<file path="src/rtl/uart_pkg.sv">
`default_nettype none
// ---------------------------------------------------------------------------
// Module : uart_pkg
// Brief  : Shared types and constants for the UART byte path.
// Rev    : 1.0  initial release
// ---------------------------------------------------------------------------
package uart_pkg;

    localparam int BYTE_W = 8;

    typedef enum logic [1:0] {
        IDLE  = 2'd0,
        LOAD  = 2'd1,
        START = 2'd2,
        SEND  = 2'd3
    } fifo_state_t;

endpackage : uart_pkg
`default_nettype wire

</file>
<file path="src/rtl/sync_fifo.sv">
`default_nettype none
// ---------------------------------------------------------------------------
// Module : sync_fifo
// Brief  : Single-clock circular FIFO with explicit occupancy counter.
// Rev    : 1.0  initial release
// ---------------------------------------------------------------------------
module sync_fifo
    import uart_pkg::*;
#(
    parameter int WIDTH  = BYTE_W,
    parameter int DEPTH  = 16,
    parameter int ADDR_W = $clog2(DEPTH)
) (
    input  logic              clk,
    input  logic              rst,
    input  logic              i_push,
    input  logic [WIDTH-1:0]  i_data,
    input  logic              i_pop,
    output logic [WIDTH-1:0]  o_data,
    output logic [ADDR_W:0]   o_count,
    output logic              o_full,
    output logic              o_empty
);

    localparam logic [ADDR_W:0]   c_full_count = (ADDR_W+1)'(DEPTH);
    localparam logic [ADDR_W:0]   c_count_one  = (ADDR_W+1)'(1);
    localparam logic [ADDR_W-1:0] c_ptr_one    = ADDR_W'(1);

    logic [WIDTH-1:0]  r_mem [DEPTH];
    logic [ADDR_W-1:0] r_wr_ptr;
    logic [ADDR_W-1:0] r_rd_ptr;
    logic [ADDR_W:0]   r_count;

    logic w_full;
    logic w_empty;
    logic w_push_ok;
    logic w_pop_ok;

    assign w_full    = (r_count == c_full_count);
    assign w_empty   = (r_count == '0);
    assign w_pop_ok  = i_pop && !w_empty;
    // A full FIFO still accepts a write when a read frees a slot on the same edge.
    assign w_push_ok = i_push && (!w_full || w_pop_ok);

    always_ff @(posedge clk) begin
        if (w_push_ok) begin
            r_mem[r_wr_ptr] <= i_data;
        end
    end

    always_ff @(posedge clk) begin
        if (rst) begin
            r_wr_ptr <= '0;
            r_rd_ptr <= '0;
            r_count  <= '0;
        end else begin
            if (w_push_ok) begin
                r_wr_ptr <= r_wr_ptr + c_ptr_one;
            end
            if (w_pop_ok) begin
                r_rd_ptr <= r_rd_ptr + c_ptr_one;
            end
            case ({w_push_ok, w_pop_ok})
                2'b10:   r_count <= r_count + c_count_one;
                2'b01:   r_count <= r_count - c_count_one;
                default: r_count <= r_count;
            endcase
        end
    end

    assign o_data  = r_mem[r_rd_ptr];
    assign o_count = r_count;
    assign o_full  = w_full;
    assign o_empty = w_empty;

endmodule : sync_fifo
`default_nettype wire

</file>
<file path="src/rtl/uart_rx_fifo.sv">
`default_nettype none
// ---------------------------------------------------------------------------
// Module : uart_rx_fifo
// Brief  : Buffers received bytes and drains them into uart_tx one at a time.
// Rev    : 1.0  initial release
// ---------------------------------------------------------------------------
module uart_rx_fifo
    import uart_pkg::*;
#(
    parameter int DEPTH  = 16,
    parameter int ADDR_W = $clog2(DEPTH)
) (
    input  logic              clk,
    input  logic              rst,
    input  logic              baud,
    input  logic              rx_done,
    input  logic [BYTE_W-1:0] rx_data,
    input  logic              tx_busy,
    input  logic              tx_done,
    output logic              tx_start,
    output logic [BYTE_W-1:0] tx_data,
    output logic [ADDR_W:0]   count,
    output logic              empty,
    output logic              full,
    output logic              overflow
);

    fifo_state_t       r_state;
    fifo_state_t       w_next_state;
    logic              r_tx_start;
    logic [BYTE_W-1:0] r_tx_data;
    logic              r_overflow;

    logic              w_pop;
    logic              w_drop;
    logic [BYTE_W-1:0] w_fifo_data;
    logic [ADDR_W:0]   w_count;
    logic              w_full;
    logic              w_empty;

    sync_fifo #(
        .WIDTH  (BYTE_W),
        .DEPTH  (DEPTH),
        .ADDR_W (ADDR_W)
    ) u_fifo (
        .clk     (clk),
        .rst     (rst),
        .i_push  (rx_done),
        .i_data  (rx_data),
        .i_pop   (w_pop),
        .o_data  (w_fifo_data),
        .o_count (w_count),
        .o_full  (w_full),
        .o_empty (w_empty)
    );

    assign w_pop  = (r_state == LOAD) && !w_empty;
    assign w_drop = rx_done && w_full && !w_pop;

    always_comb begin
        w_next_state = r_state;
        case (r_state)
            IDLE:    if (!w_empty && !tx_busy) w_next_state = LOAD;
            LOAD:    w_next_state = w_empty ? IDLE : START;
            START:   if (baud) w_next_state = SEND;
            SEND:    if (tx_done) w_next_state = IDLE;
            default: w_next_state = IDLE;
        endcase
    end

    // tx_start is registered from the next state so it is high exactly while in START.
    always_ff @(posedge clk) begin
        if (rst) begin
            r_state    <= IDLE;
            r_tx_start <= 1'b0;
            r_tx_data  <= '0;
            r_overflow <= 1'b0;
        end else begin
            r_state    <= w_next_state;
            r_tx_start <= (w_next_state == START);
            if (w_pop) begin
                r_tx_data <= w_fifo_data;
            end
            if (w_drop) begin
                r_overflow <= 1'b1;
            end
        end
    end

    assign tx_start = r_tx_start;
    assign tx_data  = r_tx_data;
    assign count    = w_count;
    assign empty    = w_empty;
    assign full     = w_full;
    assign overflow = r_overflow;

endmodule : uart_rx_fifo
`default_nettype wire
</file>
<file path="config.mk">
export PLATFORM = sky130hd
export DESIGN_NAME = uart_rx_fifo
export DESIGN_NICKNAME = d
export VERILOG_FILES = /design/src/rtl/uart_pkg.sv /design/src/rtl/sync_fifo.sv /design/src/rtl/uart_rx_fifo.sv
export SDC_FILE = /design/constraint.sdc
export NUM_CORES = 1
export LEC_CHECK = 0
export CAP_MARGIN = 20
export CORE_ASPECT_RATIO = 0.6
export CORE_MARGIN = 10
export CORE_UTILIZATION = 40
export CTS_CLUSTER_DIAMETER = 30
export DETAILED_ROUTE_END_ITERATION = 12
export HOLD_SLACK_MARGIN = 0.15
export SYNTH_ARGS = -nofsm -noshare
export SYNTH_HDL_FRONTEND = slang
export SYNTH_SLANG_ARGS = --single-unit
</file>
<file path="constraint.sdc">
create_clock -name clk -period 2.4 [get_ports clk]
set_input_delay 0.24 -clock clk [delete_from_list [all_inputs] [get_ports clk]]
set_output_delay 0.24 -clock clk [all_outputs]
set_load 0.01 [all_outputs]
</file>
==> run_results.csv, run 1 <==
group,metric,value,unit
critical_path,r2r-end,"u_fifo.o_count[4]$_SDFFE_PP0P_",
logic_synthesis,yosysUniqueCellTypes,39,
critical_path,worstPathArrival,2590,ps
critical_path,worstSetupPathType,"reg -> reg",
cts,clock_path_buffers,2,
pwr,switchingPower,1.325,mW
place,place_congestion,0.7594,
critical_path,rr_worst_depth,7,
cts,clock-sinks,153,
timing,tightest_slew,644.8,ps
final_layout,layout_commonest_cell,"edfxtp_1",
timing,setup_viol,0,
detailed_routing,post_drt_wl_per_cell,21.37,microns
cts,path_clk_slew,70,ps
critical_path,path_cells,"or3b_2, a21oi_1, mux2_2, ha_1, a31oi_1, o22ai_1, mux2_2",
die,die_area,0.02087,sq mm
logic_synthesis,synth-seq-area-share,70.73,%
final_layout,final_cell_mix,"edfxtp_1, buf_4, mux4_2",
cts,insertion_delay,420,ps
die,initial_core_util,41.61,%
final_layout,antennaDiodeCount,0,
grt,grtUsageTotal,13.16,%
timing,tns,0,ps
critical_path,crit_required,2700,ps
grt,gr-total-overflow,0,
die,num_rows,34,
pwr,p_comb_share,7.0,%
place,port_buffers,30,
final_layout,nNetsFinal,430,
pwr,power_frac_seq,49.6,%
logic_synthesis,synth-seq-cells,153,
cts,cts_tree,"done",
logic_synthesis,async_flop_share,0,%
pwr,switching_share,22.13,%
detailed_routing,drt_iter0_markers,236,
detailed_routing,vias,3220,
critical_path,start_kind,"flip-flop",
hold_path,hp-start,"overflow$_SDFFE_PP0P_",
critical_path,r2r_start,"r_state[1]$_SDFF_PP0_",
timing,fmax,437.3,MHz
final_layout,drive_gt1_share,27.73,%
critical_path,r2r_slack,110,ps
grt,antenna_found_initial,0,
final_layout,syn_to_final_growth,22.20,%
grt,grt_pass1_wl,20650,microns
grt,grt_pass1_vias,3410,
pwr,pwr-share-clk,43.4,%
timing,finalHoldViolations,0,
timing,slew_viol_final,0,
place,hpwl,8890,microns
cts,h-tree-depth,4,
logic_synthesis,synth_edf_count,128,
critical_path,crit_buf_inv,0,
cts,hold_buffers,0,
detailed_routing,viasPerCell,5.194,
critical_path,critPathMaxFanout,6,
cts,cts_made_buffers,17,
timing,fin_crit_sh,95.27,%
run,maxCapViolCount,0,
grt,grt_max_degree,36,
critical_path,cpMostUsedCell,"mux2_2",
die,io_pins,31,
critical_path,cpLargestDelayFamily,"multiplexers",
pwr,p_int,4.660,mW
critical_path,slowest_stage,"or3b_2",
logic_synthesis,syn_nets,359,
die,fp.dieW,180.0,microns
logic_synthesis,synth.avg_cell_area,18.17,sq um
pwr,p_leak,2.436,nW
timing,rsz0062_at_grt,"false",
detailed_routing,drt-pass1-iter-count,5,
logic_synthesis,yosysTopAreaCell,"edfxtp_1",
cts,root_buffer,"clkbuf_16",
hold_path,hold_class,"reg -> reg",
logic_synthesis,ys.flop_type,"edfxtp_1",
timing,clock-skew-final,11.96,ps
status,status,"completed",
pwr,power-per-cell-area,797.4,mW/mm^2
critical_path,slowest_delay,520,ps
logic_synthesis,syn_inst,338,
die,die_y,116.0,microns
logic_synthesis,ys_warn_count,0,
hold_path,min_delay_worst_endpoint,"overflow$_SDFFE_PP0P_",
logic_synthesis,yosys.area.top_type_share,62.58,%
critical_path,cp-end-kind,"flip-flop",
detailed_routing,ant_nets,0,
pwr,peakVddDrop,0.4769,mV
logic_synthesis,synthTopCellsByArea,"edfxtp_1, mux4_2, dfxtp_1, mux2i_1, o221ai_2",
timing,slew_headroom,56.88,%
detailed_routing,drc,0,
detailed_routing,drt-total-wl,13250,microns
place,dp_slack,-139.3,ps
timing,fin_ws,113.5,ps
die,core,0.01476,sq mm
logic_synthesis,syn_area,0.006142,sq mm
timing,period_minus_slack,2287,ps
hold_path,hold-path-cell-count,2,
[worst register-to-register path, stage by stage (launching register included)]
cell and delay, ps:
dfxtp_1 360, or3b_2 520, a21oi_1 270, mux2_2 220
ha_1 190, a31oi_1 110, o22ai_1 160, mux2_2 340
[logic make-up (layout without fill, tap and decap cells)]
| group | Yosys count | in the layout | share of synthesized area (%) |
|---|---|---|---|
| DFF | 153 | 153 | 70.73 |
| and+or+nand+nor | 70 | 70 | 5.908 |
| muxes | 54 | 54 | 15.38 |
| AOI/OAI and AO/OA | 23 | 23 | 3.647 |
| buffers and inverters | 22 | 106 | 1.630 |
| xor gates and xnor gates | 9 | 9 | 1.283 |
| adders and majority gates | 7 | 7 | 1.426 |
[cells in the mapped netlist, types with 2 or more instances]
library cell  number
mux2_2             3
xnor2_1            2
ha_1               7
nand3b_1           9
buf_1              2
nand2_1           13
edfxtp_1         128
a31oi_1            3
inv_1              5
dfxtp_1           25
nor2b_1            2
nor3_1             4
nand2b_1           3
a21oi_1            5
nand4_1            2
nor2_1            29
mux4_2            32
buf_2              5
mux2i_1           19
xor2_1             7
clkbuf_1           8
o221ai_2           8
[worst max-delay path by stage]
stage / startpoint / end / slack (ps) / depth (start not counted)
3_3_place_gp: rx_done / u_fifo.o_count[4]$_SDFFE_PP0P_ / -110 / 8
5_1_grt: r_state[1]$_SDFF_PP0_ / u_fifo.o_count[2]$_SDFFE_PP0P_ / 7 / 9
4_1_cts: u_fifo.o_count[0]$_SDFFE_PP0P_ / full / 120 / 4
2_1_floorplan: u_fifo.o_count[0]$_SDFFE_PP0P_ / u_fifo.o_count[4]$_SDFFE_PP0P_ / 90 / 8
6_report: r_state[1]$_SDFF_PP0_ / u_fifo.o_count[4]$_SDFFE_PP0P_ / 110 / 7
3_5_place_dp: rx_done / u_fifo.o_count[2]$_SDFFE_PP0P_ / -140 / 9
[per-layer routing]
metal	track usage (%)	wire (microns)
met2	19.51	5851
met3	3.674	686
met5	0	0
met1	18.72	6656
met4	3.291	58
[area by class of cell]
cell class,count,area (sq um)
Fill cell,1213,7256
Sequential cell,153,4345
Multi-Input combinational cell,163,1699
Timing Repair Buffer,69,618.1
Clock buffer,17,425.4
Tap cell,198,247.7
Clock inverter,15,151.4
Inverter,5,18.77
[power groups by stage]
stage	sequential, mW	combinational [mW]	clock, mW
CTS	2.97	0.426	2.66
finish	2.97	0.418	2.60
detailed placement	3.02	0.422	0
global placement	3.02	0.418	0
global route	2.97	0.458	2.78
floorplan	3.03	0.210	0
[metrics by stage]
step           area [sq um]  hold slack [ps]  util (%)  power [mW]  instances
3_5_place_dp           6928            487.9     46.93       3.447        588
4_1_cts                7505            503.2     50.84       6.050        620
3_3_place_gp           6928            453.8     46.93       3.439        588
5_1_grt                7506            525.3     50.85       6.211        620
6_report               7506            494.3     50.85       5.985        620
2_1_floorplan          6142            338.9         -       3.237        338
[state kept, by name (all words and copies together), names as in the netlist]
signal,count
r_state,2
u_fifo.r_wr_ptr,4
tx_data,8
tx_start,1
u_fifo.o_count,5
u_fifo.r_mem,128
u_fifo.r_rd_ptr,4
overflow,1
[repair_timing]
| item | CTS | global route |
|---|---|---|
| endpoints found under the hold margin | 0 | 0 |
| gates resized for setup | 0 | 1 |
| endpoints found under the setup margin | 0 | 2 |
| buffers inserted | 0 | 0 |
Note: power is estimated with default switching activity, not from simulation.
==> run 2, diff against run 1 <==
SYNTH_HIERARCHICAL = 1   (was not set)
clock period = 2.7 ns   (was 2.4 ns; I/O delays follow)
==> run_results.csv, run 2 <==
group,metric,value,unit
final_layout,final_cell_mix,"edfxtp_1, mux4_2, clkdlybuf4s50_1",
critical_path,crit_required,3000,ps
detailed_routing,vias,3424,
die,core,0.01541,sq mm
detailed_routing,viasPerCell,5.392,
die,initial_core_util,40.94,%
pwr,p_leak,2.531,nW
detailed_routing,drt-total-wl,13440,microns
final_layout,register_area,0.004428,sq mm
timing,rsz0062_at_grt,"true",
logic_synthesis,syn_nets,392,
logic_synthesis,async_flop_share,0,%
final_layout,largest_reg_flops,128,
logic_synthesis,synth.avg_cell_area,17.10,sq um
cts,cts_made_buffers,17,
critical_path,cp-end-kind,"flip-flop",
place,place_congestion,0.7739,
grt,antenna_found_initial,0,
final_layout,drive_gt1_share,24.77,%
final_layout,regMostFlops,"u_fifo/r_mem",
timing,clock-skew-final,16.90,ps
detailed_routing,ant_nets,0,
place,hpwl,9161,microns
critical_path,rr_worst_depth,11,
timing,slew_headroom,48.19,%
logic_synthesis,ys_warn_count,6,
critical_path,path_cells,"or4_4, nor2_4, nor3b_2, nor2b_4, o21ai_4, inv_2, ha_4, nand2b_4, o2bb2ai_4, mux2i_1, or4_1",
final_layout,antennaDiodeCount,0,
cts,cts_tree,"done",
grt,grt_pass1_wl,21110,microns
logic_synthesis,yosysUniqueCellTypes,48,
timing,fin_ws,49.50,ps
pwr,power-per-cell-area,822.6,mW/mm^2
logic_synthesis,syn_inst,369,
logic_synthesis,synth_common_cells,"edfxtp_1, mux4_2, dfxtp_1",
logic_synthesis,ys.flop_type,"edfxtp_1",
logic_synthesis,syn_area,0.006311,sq mm
place,dp_slack,26.86,ps
run,maxCapViolCount,0,
die,io_pins,31,
cts,root_buffer,"clkbuf_16",
logic_synthesis,yosys.area.top_type_share,60.90,%
die,die_y,117.3,microns
final_layout,syn_to_final_growth,20.88,%
timing,tightest_slew,775.6,ps
critical_path,worstSetupPathType,"reg -> reg",
logic_synthesis,synth-seq-area-share,70.10,%
pwr,p_comb_share,19.3,%
final_layout,multi_input_area,0.001898,sq mm
detailed_routing,drt_iter0_markers,378,
logic_synthesis,yosysTopAreaCell,"edfxtp_1",
final_layout,layout_commonest_cell,"edfxtp_1",
timing,fin_crit_sh,98.17,%
place,dp.cells,602,
critical_path,start_kind,"flip-flop",
grt,gr-total-overflow,0,
status,status,"completed",
grt,grt_max_degree,33,
die,num_rows,35,
timing,slew_viol_final,0,
pwr,switchingPower,1.675,mW
timing,setup_viol,0,
logic_synthesis,synthTopCellsByArea,"edfxtp_1, mux4_2, dfxtp_1, mux2i_1, a22oi_1",
grt,grt_pass1_vias,3556,
timing,fmax,377.3,MHz
timing,finalHoldViolations,0,
die,fp.dieW,182.2,microns
cts,insertion_delay,420,ps
final_layout,fillCellCount,1323,
logic_synthesis,synth-seq-cells,157,
final_layout,layout.cells.non_filler,635,
hold_path,hold-path-cell-count,2,
detailed_routing,drc,0,
cts,path_clk_slew,70,ps
pwr,peakVddDrop,0.3468,mV
grt,grtUsageTotal,13.09,%
timing,period_minus_slack,2650,ps
final_layout,final_util,49.49,%
logic_synthesis,synth_edf_count,128,
cts,h-tree-depth,4,
critical_path,critPathMaxFanout,3,
logic_synthesis,synth.most_common_cell,"edfxtp_1",
cts,clock_path_buffers,2,
pwr,power_frac_seq,45.0,%
pwr,switching_share,26.70,%
detailed_routing,post_drt_wl_per_cell,21.16,microns
critical_path,slowest_delay,550,ps
final_layout,nNetsFinal,442,
hold_path,hold_class,"reg -> reg",
pwr,pwr-share-clk,35.8,%
place,port_buffers,30,
pwr,p_int,4.600,mW
critical_path,slowest_stage,"or4_4",
die,die_area,0.02137,sq mm
critical_path,worstPathArrival,2950,ps
detailed_routing,drt-pass1-iter-count,4,
cts,clock-sinks,157,
-- run 2: critical path, delay by kind of cell (launching register included) --
kind	cells	cell delay, ps
AO/OA/AOI/OAI	2	230
AND/OR/NAND/NOR	6	1460
flip-flops	1	320
multiplexers	1	110
adder cells (fa/ha/maj)	1	300
buffers and inverters	1	110
-- run 2: layout make-up --
cell class                      instances  share of cell area (%)
Sequential cell                       157                   58.04
Inverter                                9                  0.4428
Timing Repair Buffer                   49                   5.970
Tap cell                              203                   3.330
Multi-Input combinational cell        185                   24.88
Clock inverter                         13                   1.378
Clock buffer                           19                   5.954
-- run 2: final timing paths --
| kind | endpoint | slack [ps] | from |
|---|---|---|---|
| min reg2reg | overflow$_SDFFE_PP0P_ | 450 | overflow$_SDFFE_PP0P_ |
| min | overflow$_SDFFE_PP0P_ | 450 | overflow$_SDFFE_PP0P_ |
| max | u_fifo/o_count[4]$_SDFFE_PP0P_ | 50 | u_fifo/o_count[1]$_SDFFE_PP0P_ |
| max reg2reg | u_fifo/o_count[4]$_SDFFE_PP0P_ | 50 | u_fifo/o_count[1]$_SDFFE_PP0P_ |
-- run 2: cell families after synthesis --
group                      Yosys count  synth area share [%]
and+or+nand+nor                     85                 7.157
muxes                               45                 13.50
buffers and inverters               27                 1.903
xor gates and xnor gates             6                0.8327
DFF                                157                 70.10
AOI/OAI and AO/OA                   40                 4.600
adders and majority gates            9                 1.903
-- run 2: power by group through the flow --
stage,Sequential [mW],Clock [mW],Combinational (mW)
after floorplan,2.88,0,0.731
after global placement,2.87,0,1.15
after detailed placement,2.88,0,1.17
after CTS,2.83,2.29,1.17
after global routing,2.84,2.41,1.31
final,2.82,2.24,1.21
-- run 2: routing by layer --
metal | track usage [%] | vias to the layer above | wire length (microns)
met4 | 3.076 | 0 | 23
met1 | 18.60 | 1774 | 6709
met2 | 19.37 | 90 | 5970
met3 | 3.746 | 2 | 736
met5 | 0 | - | 0
li1 | - | 1558 | -
-- run 2: repair_timing --
| item | in CTS | in global routing |
|---|---|---|
| buffers inserted | 0 | 1 |
| setup endpoints to repair | 0 | 10 |
| hold buffers | 0 | 0 |
| gates resized for setup | 0 | 14 |
| endpoints found under the hold margin | 0 | 0 |
-- run 2: stage by stage --
| step | power [mW] | TNS, ps | instance area, sq um | hold slack, ps |
|---|---|---|---|---|
| 2_1_floorplan | 3.609 | -219.9 | 6360 | 349.3 |
| 3_5_place_dp | 4.046 | 0 | 6977 | 446.7 |
| 4_1_cts | 6.294 | 0 | 7536 | 454.8 |
| 3_3_place_gp | 4.025 | 0 | 6977 | 436.1 |
| 6_report | 6.275 | 0 | 7629 | 450.8 |
| 5_1_grt | 6.562 | -60.55 | 7629 | 475.9 |
==> run 3, diff against run 2 <==
CORE_UTILIZATION = 30   (was 40)
==> run_results.csv, run 3 (synthesis results as in run 2) <==
group,metric,value,unit
timing,rsz0062_at_grt,"true",
detailed_routing,vias,3498,
timing,fin_crit_sh,98.23,%
critical_path,critPathMaxFanout,4,
critical_path,r2r_start,"u_fifo/o_count[3]$_SDFFE_PP0P_",
critical_path,worstPathArrival,2940,ps
detailed_routing,drt_iter0_markers,349,
cts,clock-sinks,157,
cts,root_buffer,"clkbuf_16",
place,port_buffers,30,
timing,finalHoldViolations,0,
pwr,p_leak,2.546,nW
pwr,switchingPower,1.645,mW
critical_path,worstSetupPathType,"reg -> reg",
pwr,p_comb_share,19.0,%
die,num_rows,40,
timing,fmax,377.1,MHz
critical_path,start_kind,"flip-flop",
detailed_routing,drt-total-wl,13910,microns
pwr,p_int,4.817,mW
detailed_routing,drt-pass1-iter-count,4,
die,initial_core_util,31.06,%
hold_path,hold_class,"reg -> reg",
timing,clock-skew-final,10.99,ps
final_layout,fillCellCount,1891,
final_layout,drive_gt1_share,24.37,%
die,io_pins,31,
pwr,power,6.462,mW
grt,gr-total-overflow,0,
status,status,"completed",
die,core,0.02032,sq mm
timing,slew_headroom,38.62,%
pwr,power_frac_seq,43.6,%
critical_path,cp-end-kind,"flip-flop",
critical_path,crit_required,2990,ps
place,hpwl,9264,microns
grt,grt_pass1_wl,21430,microns
timing,period_minus_slack,2652,ps
final_layout,nNetsFinal,445,
place,place_area,0.007063,sq mm
die,fp.dieW,207.2,microns
final_layout,antennaDiodeCount,0,
timing,tightest_slew,916.6,ps
cts,cts_made_buffers,17,
critical_path,critPathLaunch,"u_fifo/o_count[3]$_SDFFE_PP0P_",
run,maxCapViolCount,0,
hold_path,hp-start,"overflow$_SDFFE_PP0P_",
detailed_routing,viasPerCell,4.941,
pwr,power-per-cell-area,835.7,mW/mm^2
cts,insertion_delay,420,ps
cts,cts_tree,"done",
pwr,switching_share,25.46,%
cts,h-tree-depth,4,
final_layout,regMostFlops,"u_fifo/r_mem",
timing,slew_viol_final,0,
final_layout,largest_reg_flops,128,
timing,setup_viol,0,
die,die_y,132.4,microns
grt,antenna_found_initial,0,
detailed_routing,post_drt_wl_per_cell,19.65,microns
cts,hold_buffers,0,
timing,tns,0,ps
place,place_congestion,0.7845,
die,die_area,0.02743,sq mm
final_layout,final_cell_mix,"edfxtp_1, mux4_2, clkdlybuf4s50_1",
cts,clock_path_buffers,2,
cts,path_clk_slew,60,ps
pwr,pwr-share-clk,37.3,%
detailed_routing,ant_nets,0,
grt,grtUsageTotal,10.17,%
grt,grt_max_degree,33,
pwr,peakVddDrop,0.4203,mV
final_layout,syn_to_final_growth,22.52,%
detailed_routing,drc,0,
final_layout,final_util,38.05,%
final_layout,fin_area,0.007732,sq mm
final_layout,layout_commonest_cell,"edfxtp_1",
grt,grt_pass1_vias,3500,
-- run 3: layout make-up --
type	instances	area, sq um	area share [%]
Clock inverter	14	167.7	2.168
Clock buffer	18	429.2	5.550
Inverter	9	33.78	0.4369
Multi-Input combinational cell	185	1854	23.98
Sequential cell	157	4428	57.27
Tap cell	273	341.6	4.417
Timing Repair Buffer	52	478.0	6.181
-- run 3: timing repair --
item,4_1_cts,5_1_grt
resized for setup,3,3
pin swaps,4,4
endpoints found under the setup margin,1,2
buffers inserted,3,2
-- run 3: critical path, stage by stage, from the launching register on --
cell       delay (ps)
dfxtp_1           310
or4_4             550
nor2_4            140
nor3b_4            60
nor2b_1           140
o21ai_2           110
inv_2             110
ha_4              290
nand2b_4           60
o2bb2ai_4         130
mux2i_1           110
or4_1             510
-- run 3: power by group through the flow --
stage                     sequential (mW)  combinational (mW)  clock (mW)
after floorplan                      2.88               0.731           0
after global placement               2.87                1.16           0
after detailed placement             2.87                1.20           0
after CTS                            2.82                1.21        2.46
after global routing                 2.84                1.34        2.58
final                                2.82                1.23        2.41
-- run 3: path summary, 6_finish.rpt --
path	to	slack [ps]	cells after the start
setup / recovery	u_fifo/o_count[4]$_SDFFE_PP0P_	50	11
hold / removal	overflow$_SDFFE_PP0P_	450	2
setup reg to reg	u_fifo/o_count[4]$_SDFFE_PP0P_	50	11
hold reg to reg	overflow$_SDFFE_PP0P_	450	2
-- run 3: metrics by stage --
stage / cells / hold WS, ps / worst slack, ps
global route: 708 / 468.6 / -58.98
finish: 708 / 452.9 / 47.91
CTS: 706 / 453.2 / 13.39
detailed placement: 671 / 440.8 / -35.42
global placement: 671 / 435.5 / 29.31
floorplan: 369 / 349.3 / -219.9
-- run 3: routing by layer --
metal	track usage, %	part of all wire [%]
met1	14.56	48
met2	14.41	43
met3	3.195	7.8
met4	2.463	0.45
met5	0	0
